--- config.mk ---
export PLATFORM = sky130hd
export DESIGN_NAME = uart_rx
export DESIGN_NICKNAME = d
export VERILOG_FILES = /design/src/rtl/uart_rx.sv
export SDC_FILE = /design/constraint.sdc
export NUM_CORES = 1
export LEC_CHECK = 0
export BUFFER_PORTS_ARGS = -buffer_cell sky130_fd_sc_hd__buf_2
export CAP_MARGIN = 20
export CORE_UTILIZATION = 40
export CTS_CLUSTER_SIZE = 28
export DETAILED_ROUTE_END_ITERATION = 8
export PLACE_DENSITY_LB_ADDON = 0.15
export SYNTH_ARGS = -nofsm -noshare
export SYNTH_HDL_FRONTEND = slang
export SYNTH_SLANG_ARGS = --single-unit
export TNS_END_PERCENT = 20
--- constraint.sdc ---
create_clock -name clk -period 5.64 [get_ports clk]
set_input_delay 0.846 -clock clk [delete_from_list [all_inputs] [get_ports clk]]
set_output_delay 0.846 -clock clk [all_outputs]
set_load 0.01 [all_outputs]
--- src/rtl/uart_rx.sv ---
// 16x oversampled UART receiver with mid-bit sampling and valid/read handshake.
// Define UART_RX_PARITY_EN to receive and check an even-parity bit.
module uart_rx #(
    parameter int N         = 8,
    parameter int M         = 1,
    parameter int BAUD_RATE = 9600,
    parameter int CLK_FREQ  = 50000000
) (
    input  logic         clk,
    input  logic         reset,
    input  logic         rx,
    input  logic         rd,
    output logic [N-1:0] data_out,
    output logic         data_valid,
    output logic         frame_err,
    output logic         parity_err,
    output logic         overrun_err,
    output logic         busy
);

    localparam int DIV = CLK_FREQ / (BAUD_RATE * 16);
    localparam int DW  = (DIV > 1) ? $clog2(DIV) : 1;
    localparam int BW  = $clog2(N + 2);

    localparam logic [2:0] IDLE   = 3'd0;
    localparam logic [2:0] START  = 3'd1;
    localparam logic [2:0] DATA   = 3'd2;
    localparam logic [2:0] PARITY = 3'd3;
    localparam logic [2:0] STOP   = 3'd4;

    logic          rx_m;
    logic          rx_s;
    logic [DW-1:0] div_cnt;
    logic          tick;
    logic [3:0]    s_cnt;
    logic [BW-1:0] bit_cnt;
    logic [2:0]    state;
    logic [N-1:0]  sreg;
    logic [N-1:0]  msb;
    logic          ferr_acc;
    logic          arm;
    logic          done;
    logic          perr_calc;
`ifdef UART_RX_PARITY_EN
    logic          par_bit;
`endif

    always_ff @(posedge clk or posedge reset) begin
        if (reset) begin
            rx_m <= 1'b1;
            rx_s <= 1'b1;
        end else begin
            rx_m <= rx;
            rx_s <= rx_m;
        end
    end

    assign tick = (div_cnt == DW'(DIV - 1));

    always_ff @(posedge clk or posedge reset) begin
        if (reset)     div_cnt <= '0;
        else if (tick) div_cnt <= '0;
        else           div_cnt <= div_cnt + DW'(1);
    end

    // New bit lands in the MSB; written this way so N=1 needs no special case
    assign msb = N'({rx_s, {N{1'b0}}} >> 1);

    always_ff @(posedge clk or posedge reset) begin
        if (reset) begin
            state    <= IDLE;
            s_cnt    <= '0;
            bit_cnt  <= '0;
            sreg     <= '0;
            ferr_acc <= 1'b0;
            arm      <= 1'b0;
            done     <= 1'b0;
`ifdef UART_RX_PARITY_EN
            par_bit  <= 1'b0;
`endif
        end else begin
            done <= 1'b0;
            if (tick && rx_s) arm <= 1'b1;
            if (tick) begin
                unique case (state)
                    IDLE: begin
                        if (arm && !rx_s) begin
                            state    <= START;
                            s_cnt    <= '0;
                            ferr_acc <= 1'b0;
                        end
                    end
                    START: begin
                        if (s_cnt == 4'd7) begin
                            if (rx_s) begin
                                state <= IDLE;
                            end else begin
                                state   <= DATA;
                                s_cnt   <= '0;
                                bit_cnt <= '0;
                            end
                        end else begin
                            s_cnt <= s_cnt + 4'd1;
                        end
                    end
                    DATA: begin
                        s_cnt <= s_cnt + 4'd1;
                        if (s_cnt == 4'd15) begin
                            sreg <= (sreg >> 1) | msb;
                            if (bit_cnt == BW'(N - 1)) begin
                                bit_cnt <= '0;
`ifdef UART_RX_PARITY_EN
                                state   <= PARITY;
`else
                                state   <= STOP;
`endif
                            end else begin
                                bit_cnt <= bit_cnt + BW'(1);
                            end
                        end
                    end
`ifdef UART_RX_PARITY_EN
                    PARITY: begin
                        s_cnt <= s_cnt + 4'd1;
                        if (s_cnt == 4'd15) begin
                            par_bit <= rx_s;
                            state   <= STOP;
                        end
                    end
`endif
                    STOP: begin
                        s_cnt <= s_cnt + 4'd1;
                        if (s_cnt == 4'd15) begin
                            ferr_acc <= ferr_acc | !rx_s;
                            if (bit_cnt == BW'(M - 1)) begin
                                state <= IDLE;
                                done  <= 1'b1;
                                // A broken frame disarms until the line idles high
                                if (ferr_acc || !rx_s) arm <= 1'b0;
                            end else begin
                                bit_cnt <= bit_cnt + BW'(1);
                            end
                        end
                    end
                    default: state <= IDLE;
                endcase
            end
        end
    end

`ifdef UART_RX_PARITY_EN
    assign perr_calc = (^sreg) != par_bit;
`else
    assign perr_calc = 1'b0;
`endif

    always_ff @(posedge clk or posedge reset) begin
        if (reset) begin
            data_out    <= '0;
            data_valid  <= 1'b0;
            frame_err   <= 1'b0;
            parity_err  <= 1'b0;
            overrun_err <= 1'b0;
        end else if (done) begin
            data_out   <= sreg;
            data_valid <= 1'b1;
            frame_err  <= ferr_acc;
            parity_err <= perr_calc;
            if (data_valid && !rd)     overrun_err <= 1'b1;
            else if (data_valid && rd) overrun_err <= 1'b0;
        end else if (rd && data_valid) begin
            data_valid  <= 1'b0;
            overrun_err <= 1'b0;
        end
    end

    // Held high through the completion cycle so it drops as data_valid rises
    assign busy = (state != IDLE) || done;

endmodule

== After elaboration in Yosys (flattened, before gate mapping) ==
Index checks and enable logic that the tools add are counted.

* Input bits: 4
* Latch bits: 0
* Logic and storage cells: 93
* Memories: 0
* RAM bits: 0
* Register bits after elaboration: 44
* Output and inout bits: 13
* Bits in read-only memories: 0

* $mul: 0
* Muxes and demuxes: 37
* Div/mod/pow operators: 0
* Shift-type cells: 0
* $add $sub $neg: 3
* Magnitude comparators: 0
* Reduce and logical (&&, ||, !) cells: 21
* Bitwise gates (word level): 2
* Equality and inequality tests: 16

{| class="wikitable"
|+ Operators with widths
! cell !! count
|-
| $mux 4 || 8
|-
| $pmux 4 s3 || 2
|-
| $mux 3 || 6
|-
| $mux 1 || 17
|-
| $ne 2x2->1 const B || 8
|-
| $reduce_and 7->1 || 2
|-
| $pmux 3 s4 || 1
|-
| $add 9x1->9 const B || 1
|-
| $eq 9x9->1 const B || 1
|-
| $mux 9 || 1
|-
| $reduce_bool 3->1 || 3
|-
| $add 4x1->4 const B || 2
|-
| $eq 4x3->1 const B || 2
|-
| $or 7x8->8 || 1
|-
| $reduce_and 4->1 || 2
|-
| $eq 4x4->1 const B || 1
|-
| $logic_and 1x1->1 || 4
|-
| $logic_not 4->1 || 1
|-
| $reduce_bool 2->1 || 2
|-
| $eq 3x1->1 const B || 1
|-
| $eq 3x2->1 const B || 1
|-
| $eq 3x3->1 const B || 1
|-
| $logic_not 3->1 || 1
|-
| $ne 3x3->1 const B || 1
|-
| other kinds (7) || 9
|}

== Logic depth before layout (Yosys ltp) ==
Gate-level depths: netlist (run 1).

* Depth in word-level cells: 8
* Depth in mapped cells: 7
* Mapped depth without buffers: 7

== Worst setup path after synthesis (run 1) ==
No wires, ideal clock.

* Kind: reg-to-reg
* Start point: register div_cnt[4]
* End point: register state[0]
* Library setup time: 0.125 ns
* Setup slack: 3.594 ns
* Data required time: 5.515 ns
* Path buffers: 0
* Arrival: 1.922 ns
* Cell stages (with the launch flop): 6
* Period minus slack after synthesis: 2.046 ns
* Cells stage by stage: dfrtp_1 > or4b_4 > a211oi_2 > o211ai_1 > nor2_1 > mux2_2

* Cells in the longest elaborated chain, start to end: 2

{| class="wikitable"
|+ RTL lines
! item !! RTL line !! RTL
|-
| from (decl) || 33 || <nowiki>logic [DW-1:0] div_cnt;</nowiki>
|-
| from (signal assigned) || 63 || <nowiki>else div_cnt <= div_cnt + DW'(1);</nowiki>
|-
| $eq 9x9->1 || 58 || <nowiki>assign tick = (div_cnt == DW'(DIV - 1));</nowiki>
|-
| $reduce_and 7->1 (no source line) || -- ||
|-
| to (signal assigned) || 71 || <nowiki>state <= IDLE;</nowiki>
|-
| to (signal assigned) || 88 || <nowiki>state <= START;</nowiki>
|-
| to (signal assigned) || 96 || <nowiki>state <= IDLE;</nowiki>
|-
| to (decl) || 37 || <nowiki>logic [2:0] state;</nowiki>
|}

No other way between the ends.
A chain may end at the register's enable or synchronous reset.

== Worst setup path in the final report (run 1) ==
* Start point: register state[0]
* End point: output busy

* Cells in the longest elaborated chain, start to end: 2

{| class="wikitable"
|+ RTL lines
! item !! RTL line !! RTL
|-
| $reduce_bool 3->1 || 178 || <nowiki>assign busy = (state != IDLE) || done;</nowiki>
|-
| $logic_or 1x1->1 || 178 ||
|-
| to (decl) || 18 || <nowiki>output logic busy</nowiki>
|}

No other way between the ends.

==> results of run 1 <==
[power by group through the flow]
| stage | combinational (mW) | clock [mW] | sequential [mW] |
|---|---|---|---|
| 4_1_cts | 0.00889 | 0.251 | 0.317 |
| 6_report | 0.00832 | 0.242 | 0.317 |
| 2_1_floorplan | 0.00588 | 0 | 0.323 |
| 5_1_grt | 0.00990 | 0.263 | 0.317 |
| 3_3_place_gp | 0.00847 | 0 | 0.324 |
| 3_5_place_dp | 0.00881 | 0 | 0.323 |
[kinds of logic (layout without fill, tap and decap cells)]
kind of cell / after synthesis / count (layout)
compound gates: 23 / 23
other cells: 1 / 1
flops: 44 / 44
mux: 22 / 22
fa+ha+maj: 5 / 5
xor+xnor: 8 / 8
buf+inv: 15 / 33
simple gates: 63 / 63
[final cells by class]
cell class / count / area [µm²] / share of cell area
clock inverter: 3 / 46.3 / 0.0196
inverter: 9 / 33.8 / 0.0143
timing repair buffer: 16 / 82.6 / 0.0351
clock buffer: 5 / 68.8 / 0.0292
multi-input combinational: 122 / 933 / 0.396
sequential: 44 / 1100 / 0.468
tap: 70 / 87.6 / 0.0372
[layer usage]
| metal | part of all wire | GRT usage | wire length [µm] |
|---|---|---|---|
| met1 | 0.48 | 0.190 | 1760 |
| met2 | 0.47 | 0.233 | 1740 |
| met3 | 0.034 | 0.0366 | 126 |
| met4 | 0.012 | 0.0440 | 43 |
| met5 | 0 | 0 | 0 |
[cells in the mapped netlist, types with 2 or more instances]
cell type,instances
sky130_fd_sc_hd__o21ai_0,7
sky130_fd_sc_hd__xor2_1,5
sky130_fd_sc_hd__a21oi_1,4
sky130_fd_sc_hd__dfstp_2,2
sky130_fd_sc_hd__clkbuf_1,2
sky130_fd_sc_hd__xnor2_1,3
sky130_fd_sc_hd__nand3b_1,4
sky130_fd_sc_hd__nand2b_1,3
sky130_fd_sc_hd__and3_2,2
sky130_fd_sc_hd__nand2_1,5
sky130_fd_sc_hd__nand3_2,2
sky130_fd_sc_hd__mux2_2,22
sky130_fd_sc_hd__dfrtp_1,42
sky130_fd_sc_hd__nand3_1,9
sky130_fd_sc_hd__ha_1,5
sky130_fd_sc_hd__o31ai_1,4
sky130_fd_sc_hd__inv_1,9
sky130_fd_sc_hd__nor2_1,12
sky130_fd_sc_hd__nor3_1,3
sky130_fd_sc_hd__nor2b_1,5
sky130_fd_sc_hd__and3_1,2
sky130_fd_sc_hd__or3_1,2
sky130_fd_sc_hd__nor3b_1,4
[worst max-delay path: stages (launching register included)]
cell	delay, ps
sky130_fd_sc_hd__dfrtp_1	510
sky130_fd_sc_hd__nor3_1	500
sky130_fd_sc_hd__nand2b_1	120
sky130_fd_sc_hd__buf_2	160
[registers in the layout, summed over array words and instances (netlist names), named ones only]
register    flops
div_cnt         9
data_out        8
sreg            8
bit_cnt         4
s_cnt           4
state           3
arm             1
data_valid      1
done            1
ferr_acc        1
frame_err       1
rx_m            1
rx_s            1
[worst paths after layout]
check                           start     endpoint  slack (ps)  cells after the start
max                          state[0]         busy        3220                      3
min                              rx_m         rx_s         360                      0
max reg2reg                div_cnt[5]     state[0]        3390                      5
min reg2reg                      rx_m         rx_s         360                      0
max in group asynchronous       reset         rx_m        4580                      3
min in group asynchronous       reset  data_out[5]         670                      3
[through the flow]
step	cell area, µm²	util
final	2360	0.464
after global routing	2360	0.464
after CTS	2360	0.464
after detailed placement	2240	0.442
after global placement	2240	0.442
after floorplan	2100	-
[cell usage in the layout, fill, tap and decap left out, types with 2 or more instances in the layout]
cell type and instances:
sky130_fd_sc_hd__nand2b_1 3, sky130_fd_sc_hd__nor2_1 12, sky130_fd_sc_hd__o21ai_0 7, sky130_fd_sc_hd__a21oi_1 4, sky130_fd_sc_hd__xor2_1 5, sky130_fd_sc_hd__and3_2 2
sky130_fd_sc_hd__and3_1 2, sky130_fd_sc_hd__nor3b_1 4, sky130_fd_sc_hd__o31ai_1 4, sky130_fd_sc_hd__buf_2 15, sky130_fd_sc_hd__nand3_1 9, sky130_fd_sc_hd__ha_1 5
sky130_fd_sc_hd__nand2_1 5, sky130_fd_sc_hd__nand3_2 2, sky130_fd_sc_hd__nor2b_1 5, sky130_fd_sc_hd__or3_1 2, sky130_fd_sc_hd__mux2_2 22, sky130_fd_sc_hd__dfstp_2 2
sky130_fd_sc_hd__dfrtp_1 42, sky130_fd_sc_hd__clkbuf_8 5, sky130_fd_sc_hd__nand3b_1 4, sky130_fd_sc_hd__nor3_1 3, sky130_fd_sc_hd__xnor2_1 3, sky130_fd_sc_hd__inv_1 8
==> results.md, run 1 <==
| Quantity | Reported | Unit |
|---|---|---|
| Status | completed | - |
| Switching component of the power | 0.117 | mW |
| Synthesized-area fraction occupied by and/or/nand/nor cells | 0.190 | - |
| Post-synth cell types | 46 | - |
| First drt pass iteration count | 4 | - |
| Cell type with the largest total area after synthesis | sky130_fd_sc_hd__dfrtp_1 | - |
| Synthesized instance count | 181 | - |
| Slack of the critical path | 3220 | ps |
| Fraction of the mapped netlist area in adder cells | 0.0298 | - |
| Share of the synthesized area in compound gates (AO/OA/AOI/OAI) | 0.0721 | - |
| Worst hold margin | 362 | ps |
| Overall die height | 74.5 | µm |
| Total of warnings raised by yosys | 0 | - |
| TritonCTS buffer count | 5 | - |
| Maximum clock path buffer count | 2 | - |
| Count of instances resized after the clock tree is built | 0 | - |
| Pleak | 1.18 | nW |
| Clock root cell | sky130_fd_sc_hd__clkbuf_8 | - |
| Drt drc | 0 | - |
| H-tree levels | 2 | - |
| Internal power component | 0.451 | mW |
| Number of max-slew violations in the final report | 0 | - |
| Achievable frequency | 413 | MHz |
| Number of synthesized flops with an enable pin | 0 | - |
| Fraction of layout cells with a size suffix above 1 | 0.296 | - |
| Largest net degree at the start of global routing | 45 | - |
| Clock insertion delay at the later pin of the skew report | 300 | ps |
| Fraction of synthesized area in multiplexers | 0.118 | - |
| Parity-gate share of the synthesized area counting xor and xnor cells | 0.0334 | - |
| Setup repair bufs after CTS | 0 | - |
| Core area | 5070 | µm² |
| Switching share of power | 0.205 | - |
| Setup slack at placement | 3400 | ps |
| Total Power | 0.568 | mW |
| Number of standard-cell rows in the floorplan | 26 | - |
| Top Ports | 17 | - |
| Fraction of synthesis flops using an asynchronous set or reset pin | 1.00 | - |
| Clock tree from TritonCTS | built | - |
| Via density per instance | 5.20 | - |
| Worst-Margin Slew | 718 | ps |
| Endpoint kind of the worst setup timing path | output pin | - |
| Total gr overflow | 0 | - |
| Skew final | 8.10 | ps |
| Flip-flop and latch count after synthesis | 44 | - |
| Antenna Nets Post-Route | 0 | - |
| Relative contribution of combinational cells to total power | 0.015 | - |
| Max_slew headroom | 0.520 | - |
| Number of antenna cells inserted | 0 | - |
| Port Buffers | 15 | - |
| Total count of hold-check failures in the final report | 0 | - |
| Overall Global Routing Usage | 0.144 | - |
| Startpoint type of the worst setup path | register | - |
| Mapped Nets | 190 | - |
| Top area cells in the synthesized netlist | sky130_fd_sc_hd__dfrtp_1 50%, sky130_fd_sc_hd__mux2_2 12%, sky130_fd_sc_hd__ha_1 3.0%, sky130_fd_sc_hd__dfstp_2 2.5%, sky130_fd_sc_hd__nand3_1 2.1% | - |
| Initial cell density of the core | 0.414 | - |
| HPWL after detailed placement | 2.58 | mm |
| Clock transition at the register clock pins on the worst setup and hold paths after CTS | 80 | ps |
| Area added between synthesis and finish | 12.2 | % |
| Total of hold buffers inserted after clock tree synthesis | 0 | - |
| Global-route wire length before repair | 6.00 | mm |
| Most instantiated flip-flop cell in the synthesis netlist | sky130_fd_sc_hd__dfrtp_1 | - |
| Die X-Extent | 74.5 | µm |
| Minimum clock period | 2420 | ps |
| Fraction of post-synthesis cell area in the top cell type by area | 0.501 | - |
| Via count | 1399 | - |
| Full die area | 5540 | µm² |
| Number of global-route vias before repair | 1282 | - |
| WP data arrival | 1580 | ps |
| Total placed cells including tap cells | 261 | - |
| Sinks on the clock net | 44 | - |
| WL/cell | 13.7 | µm |
| Final layout net count | 207 | - |
| Clock power frac | 0.427 | - |
| Count of filler cells inserted in the layout | 480 | - |
| Final setup vio count | 0 | - |
| Final estimated routing congestion in global placement | 0.797 | - |
| Final cycle utilization of the critical path | 0.430 | - |
| Iteration-0 DRC Markers | 61 | - |
| Setup Total Neg Slack | 0 | ps |
| Max Cap Violations | 0 | - |
| DRT Wirelength | 3.67 | mm |
| Number of antenna violations at the first check in global routing | 0 | - |
| Fraction of power consumed by sequential logic | 0.559 | - |
| Non-Filler Instances | 269 | - |
| Class of the worst hold path | register to register | - |
| Post-synthesis instance area | 2100 | µm² |
| Required arrival time at the worst endpoint | 4790 | ps |
| Setup CP Type | register to output pin | - |
| Maximum fanout encountered on the critical timing path | 12 | - |
| Unrepaired setup endpoints after global routing | no | - |
| PD cells | 241 | nW/µm² |
| Maximum ir drop on the vdd rail | 0.152 | mV |
| Seq/Total Area, Yosys | 0.526 | - |
| Main combinational cell family by area after synthesis | simple AND/OR/NAND/NOR gates | - |
| Average footprint of a synthesized cell | 11.6 | µm² |
Power figures use the tool's default switching activity.
==> inputs of run 2 (changes only) <==
--- a/config.mk
+++ b/config.mk
@@ -5,6 +5,7 @@
 export SDC_FILE = /design/constraint.sdc
 export NUM_CORES = 1
 export LEC_CHECK = 0
+export ABC_AREA = 1
 export BUFFER_PORTS_ARGS = -buffer_cell sky130_fd_sc_hd__buf_2
 export CAP_MARGIN = 20
 export CORE_UTILIZATION = 40
==> constraint.sdc (replaced) <==
create_clock -name clk -period 2.23 [get_ports clk]
set_input_delay 0.3345 -clock clk [delete_from_list [all_inputs] [get_ports clk]]
set_output_delay 0.3345 -clock clk [all_outputs]
set_load 0.01 [all_outputs]
==> results.md, run 2 <==
| Quantity | Reported | Unit |
|---|---|---|
| Metal3 WL | 128 | µm |
| Maximum fanout encountered on the critical timing path | 11 | - |
| Setup slack at placement | 600 | ps |
| Clock transition at the register clock pins on the worst setup and hold paths after CTS | 80 | ps |
| Number of flip-flops in the largest register | 9 | - |
| Unrepaired setup endpoints after global routing | no | - |
| Area used by multi-input combinational logic | 1080 | µm² |
| Count of instances resized after the clock tree is built | 0 | - |
| Top area cells in the synthesized netlist | sky130_fd_sc_hd__dfrtp_1 45%, sky130_fd_sc_hd__nand2_1 16%, sky130_fd_sc_hd__nand3_1 6.6%, sky130_fd_sc_hd__inv_1 4.1%, sky130_fd_sc_hd__nor2_1 4.1% | - |
| Minimum clock period | 1770 | ps |
| Max_slew headroom | 0.619 | - |
| Status | completed | - |
| WL/cell | 11.4 | µm |
| Full die area | 6200 | µm² |
| Top-count cell post-synth | sky130_fd_sc_hd__nand2_1 | - |
| Maximum clock path buffer count | 2 | - |
| Skew final | 4.50 | ps |
| Fraction of post-synthesis cell area in the top cell type by area | 0.446 | - |
| Number of antenna cells inserted | 0 | - |
| Max Cap Violations | 0 | - |
| Number of synthesized flops with an enable pin | 0 | - |
| Area occupied by registers | 1100 | µm² |
| Post-synth cell types | 31 | - |
| Number of max-slew violations in the final report | 0 | - |
| Pleak | 1.43 | nW |
| Commonest non-fill, non-tap cell in the layout | sky130_fd_sc_hd__nand2_1 | - |
| Iteration-0 DRC Markers | 68 | - |
| Highest metal used | met4 | - |
| Worst-Margin Slew | 572 | ps |
| Number of standard-cell rows in the floorplan | 27 | - |
| Drt drc | 0 | - |
| Setup repair bufs after CTS | 0 | - |
| H-tree levels | 2 | - |
| Sinks on the clock net | 44 | - |
| Top library cells by usage in the layout, fill and taps aside | 99 x sky130_fd_sc_hd__nand2_1, 42 x sky130_fd_sc_hd__dfrtp_1, 31 x sky130_fd_sc_hd__nand3_1 | - |
| Clock insertion delay at the later pin of the skew report | 290 | ps |
| Required arrival time at the worst endpoint | 1900 | ps |
| Overall Global Routing Usage | 0.159 | - |
| Total Power | 1.43 | mW |
| Slack of the critical path | 459 | ps |
| Antenna Nets Post-Route | 0 | - |
| Setup Total Neg Slack | 0 | ps |
| Most instantiated flip-flop cell in the synthesis netlist | sky130_fd_sc_hd__dfrtp_1 | - |
| Overall die height | 78.8 | µm |
| Largest net degree at the start of global routing | 45 | - |
| Seq/Total Area, Yosys | 0.468 | - |
| Final layout net count | 316 | - |
| Clock root cell | sky130_fd_sc_hd__clkbuf_8 | - |
| First drt pass iteration count | 4 | - |
| Fraction of layout cells with a size suffix above 1 | 0.182 | - |
| Clock tree from TritonCTS | built | - |
| Flip-flop and latch count after synthesis | 44 | - |
| R2R Setup Slk | 570 | ps |
| Final estimated routing congestion in global placement | 0.849 | - |
| Mapped Nets | 300 | - |
| Wire length the detailed router placed on met1 | 2.18 | mm |
| Most numerous cell types in the synthesized netlist | 99 x sky130_fd_sc_hd__nand2_1, 42 x sky130_fd_sc_hd__dfrtp_1, 31 x sky130_fd_sc_hd__nand3_1 | - |
| DRT Wirelength | 4.32 | mm |
| Utilization after layout | 0.460 | - |
| Synthesized instance count | 291 | - |
| Total of hold buffers inserted after clock tree synthesis | 0 | - |
| Die X-Extent | 78.8 | µm |
| Via density per instance | 4.68 | - |
| Setup CP Type | register to output pin | - |
| Endpoint kind of the worst setup timing path | output pin | - |
| Maximum ir drop on the vdd rail | 0.294 | mV |
| Count of filler cells inserted in the layout | 584 | - |
| Total of warnings raised by yosys | 0 | - |
| Total gr overflow | 0 | - |
| Number of global-route vias before repair | 1620 | - |
| Via count | 1777 | - |
| Area added between synthesis and finish | 9.50 | % |
| Number of antenna violations at the first check in global routing | 0 | - |
| Class of the worst hold path | input pin to register | - |
| HPWL after detailed placement | 3.10 | mm |
| WP data arrival | 1440 | ps |
| Average footprint of a synthesized cell | 8.10 | µm² |
| PD cells | 555 | nW/µm² |
| Port Buffers | 15 | - |
| Post-synthesis instance area | 2360 | µm² |
| Core area | 5610 | µm² |
| TritonCTS buffer count | 5 | - |
| Total count of hold-check failures in the final report | 0 | - |
| Register with the most flip-flops | div_cnt | - |
| Startpoint type of the worst setup path | register | - |
| Global-route wire length before repair | 7.65 | mm |
| Registers with the most flip-flops | div_cnt: 9 flops, data_out: 8 flops, sreg: 8 flops | - |
| Initial cell density of the core | 0.420 | - |
| Final cycle utilization of the critical path | 0.794 | - |
| Top Ports | 17 | - |
| Fraction of synthesis flops using an asynchronous set or reset pin | 1.00 | - |
| Total length of routed met2 wires | 1.93 | mm |
| Achievable frequency | 565 | MHz |
| Cell type with the largest total area after synthesis | sky130_fd_sc_hd__dfrtp_1 | - |
| Final setup vio count | 0 | - |
## run 2: per-stage QoR
| stage | instance area, µm² | cells | hold WS (ps) |
|---|---|---|---|
| 4_1_cts | 2580 | 380 | 124 |
| 2_1_floorplan | 2360 | 291 | 339 |
| 3_3_place_gp | 2470 | 372 | 346 |
| 3_5_place_dp | 2470 | 372 | 347 |
| 5_1_grt | 2580 | 380 | 120 |
| 6_report | 2580 | 380 | 134 |
## run 2: path summary, 6_finish.rpt
path	start	end	depth (start not counted)
setup / recovery	done	busy	3
setup reg to reg	state[0]	state[1]	9
hold / removal	rx	rx_m	1
min in group asynchronous	reset	frame_err	3
hold reg to reg	rx_m	rx_s	0
max in group asynchronous	reset	rx_s	3
## run 2: layer usage
layer | track usage | vias to the layer above
li1 | - | 937
met1 | 0.221 | 808
met2 | 0.242 | 25
met3 | 0.0391 | 7
met4 | 0.0556 | 0
met5 | 0 | -
## run 2: where the power goes
part | leakage, nW | internal (mW) | switching (mW) | total (mW)
Clock | 0.0552 | 0.333 | 0.269 | 0.602
Sequential | 0.592 | 0.802 | 0.00201 | 0.804
Combinational | 0.781 | 0.00570 | 0.0204 | 0.0261
## run 2: final cells by class
class	count	area share
Sequential cell	44	0.428
Multi-Input combinational cell	209	0.419
Inverter	31	0.0451
Tap cell	72	0.0349
Timing Repair Buffer	16	0.0320
Clock buffer	6	0.0281
Clock inverter	2	0.0136
## run 2: logic make-up (layout without fill, tap and decap cells)
logic type | count (synthesis) | in the layout | share of synthesized area
buf+inv | 38 | 55 | 0.0732
xor+xnor | 4 | 4 | 0.0149
fa+ha+maj | 6 | 6 | 0.0313
flops | 44 | 44 | 0.468
simple gates | 184 | 184 | 0.377
other cells | 1 | 1 | 0.00159
compound gates | 14 | 14 | 0.0334
## run 2: critical path: stages, from the launching register on
cell,delay (ps)
sky130_fd_sc_hd__dfrtp_1,570
sky130_fd_sc_hd__inv_1,290
sky130_fd_sc_hd__nand2_1,150
sky130_fd_sc_hd__buf_2,140
==> inputs of run 3 (changes only) <==
==> constraint.sdc (replaced) <==
create_clock -name clk -period 1.5 [get_ports clk]
set_input_delay 0.225 -clock clk [delete_from_list [all_inputs] [get_ports clk]]
set_output_delay 0.225 -clock clk [all_outputs]
set_load 0.01 [all_outputs]
==> results.md, run 3 (synthesis gave the netlist of run 2 again) <==
| Quantity | Reported | Unit |
|---|---|---|
| Fraction of power consumed by sequential logic | 0.546 | - |
| Final estimated routing congestion in global placement | 0.832 | - |
| Clock tree from TritonCTS | built | - |
| Status | completed | - |
| Endpoint kind of the worst setup timing path | register | - |
| Clock insertion delay at the later pin of the skew report | 300 | ps |
| Cell area after placement | 2600 | µm² |
| Maximum fanout encountered on the critical timing path | 3 | - |
| Fin area | 2870 | µm² |
| Global-route wire length before repair | 7.82 | mm |
| Switching component of the power | 0.479 | mW |
| Overall die height | 78.8 | µm |
| Antenna Nets Post-Route | 0 | - |
| PD cells | 763 | nW/µm² |
| Skew final | 7.56 | ps |
| Register with the most flip-flops | div_cnt | - |
| H-tree levels | 2 | - |
| TritonCTS buffer count | 5 | - |
| Final setup vio count | 0 | - |
| DRT Wirelength | 4.54 | mm |
| Achievable frequency | 689 | MHz |
| Relative contribution of combinational cells to total power | 0.021 | - |
| WP data arrival | 1640 | ps |
| First drt pass iteration count | 4 | - |
| Maximum clock path buffer count | 2 | - |
| Via density per instance | 4.68 | - |
| Clock transition at the register clock pins on the worst setup and hold paths after CTS | 90 | ps |
| Unrepaired setup endpoints after global routing | yes | - |
| Number of flip-flops in the largest register | 9 | - |
| Final cycle utilization of the critical path | 0.967 | - |
| Number of antenna violations at the first check in global routing | 0 | - |
| Total gr overflow | 0 | - |
| Die X-Extent | 78.8 | µm |
| R2R Setup Slk | 50 | ps |
| Commonest non-fill, non-tap cell in the layout | sky130_fd_sc_hd__nand2_1 | - |
| Largest net degree at the start of global routing | 30 | - |
| Internal power component | 1.71 | mW |
| Worst setup path end | ferr_acc | - |
| Area added between synthesis and finish | 21.6 | % |
| Startpoint type of the worst setup path | register | - |
| Core area | 5610 | µm² |
| Start point of the critical path | s_cnt[1] | - |
| Required arrival time at the worst endpoint | 1690 | ps |
| Pleak | 1.54 | nW |
| Top library cells by usage in the layout, fill and taps aside | 91 x sky130_fd_sc_hd__nand2_1, 37 x sky130_fd_sc_hd__dfrtp_1, 29 x sky130_fd_sc_hd__nand3_1 | - |
| Initial cell density of the core | 0.420 | - |
| Utilization after layout | 0.511 | - |
| Minimum clock period | 1450 | ps |
| Class of the worst hold path | input pin to register | - |
| Switching share of power | 0.219 | - |
| Final layout net count | 337 | - |
| Port Buffers | 15 | - |
| Total count of hold-check failures in the final report | 0 | - |
| Clock root cell | sky130_fd_sc_hd__clkbuf_8 | - |
| Top Ports | 17 | - |
| Number of standard-cell rows in the floorplan | 27 | - |
| R2R Path Start | s_cnt[1] | - |
| Registers with the most flip-flops | div_cnt: 9 flops, data_out: 8 flops, sreg: 8 flops | - |
| Total Power | 2.19 | mW |
| Sinks on the clock net | 44 | - |
| Number of antenna cells inserted | 0 | - |
| Number of cells on the worst reg-to-reg path | 8 | - |
| Drt drc | 0 | - |
| Maximum ir drop on the vdd rail | 0.346 | mV |
| Full die area | 6200 | µm² |
| Fraction of layout cells with a size suffix above 1 | 0.304 | - |
| Overall Global Routing Usage | 0.164 | - |
| Setup CP Type | register to register | - |
| WL/cell | 11.3 | µm |
| R2r endpoint | ferr_acc | - |
| Number of global-route vias before repair | 1768 | - |
| Clock power frac | 0.433 | - |
| Via count | 1877 | - |
| Max Cap Violations | 0 | - |
| Iteration-0 DRC Markers | 116 | - |
| Number of max-slew violations in the final report | 0 | - |
| HPWL after detailed placement | 3.23 | mm |
[run 3: cell types whose count changed in the layout (fill, tap and decap cells not counted), sizes merged]
cell / previous run / this run
clkinvlp: 0 / 1
dlygate4sd3: 0 / 1
clkbuf: 6 / 5
inv: 30 / 31
clkinv: 2 / 1
buf: 16 / 36
[run 3: worst max-delay path, cell delays in order (launching register included)]
cell and delay, ps:
sky130_fd_sc_hd__dfrtp_1 430, sky130_fd_sc_hd__ha_4 160, sky130_fd_sc_hd__buf_4 110, sky130_fd_sc_hd__nand3_4 100
sky130_fd_sc_hd__buf_12 160, sky130_fd_sc_hd__a21oi_1 110, sky130_fd_sc_hd__nand3_1 140, sky130_fd_sc_hd__nand2_1 80
sky130_fd_sc_hd__o21ai_1 50
[run 3: power groups by stage]
stage | combinational, mW | sequential, mW | clock, mW
finish | 0.0454 | 1.19 | 0.947
global route | 0.0547 | 1.20 | 1.03
CTS | 0.0482 | 1.20 | 0.988
detailed placement | 0.0463 | 1.22 | 0
global placement | 0.0458 | 1.22 | 0
floorplan | 0.0252 | 1.22 | 0
[run 3: final cells by class]
class	count	area (µm²)
tap	72	90.1
inverter	31	116
multi-input combinational	209	1160
sequential	44	1110
clock inverter	3	46.3
clock buffer	5	68.8
fill	560	2740
timing repair buffer	37	275
[run 3: per-stage QoR]
step / instances / worst slack, ps / TNS (ps) / hold WS (ps)
detailed placement: 385 / -49.5 / -170 / 223
finish: 401 / 48.9 / 0 / 15.2
floorplan: 291 / 100 / 0 / 229
CTS: 397 / 2.36 / 0 / 4.39
global placement: 385 / -33.6 / -108 / 217
global route: 401 / -36.6 / -206 / 1.84
[run 3: per-layer routing]
| metal | vias up | global-route usage | part of all wire |
|---|---|---|---|
| met3 | 7 | 0.0414 | 0.035 |
| met2 | 33 | 0.261 | 0.46 |
| met5 | - | 0 | 0 |
| met1 | 860 | 0.211 | 0.49 |
| li1 | 977 | - | - |
| met4 | 0 | 0.0685 | 0.015 |
[run 3: worst min-delay path by stage]
stage	from	to	slack (ps)	cells past startpoint
final	rx	rx_m	20	1
after global routing	rx	rx_m	2	1
after CTS	rx	rx_m	4	1
after detailed placement	reset	data_valid	220	2
after global placement	reset	data_valid	220	2
after floorplan	rx	rx_m	230	0
[run 3: timing repair]
| item | in CTS | in global routing |
|---|---|---|
| endpoints found under the setup margin | 5 | 17 |
| resized for setup | 6 | 24 |
| pin swaps | 2 | 13 |
| buffers inserted | 4 | 4 |
| hold buffers | 1 | 0 |
| hold endpoints to repair | 15 | 0 |
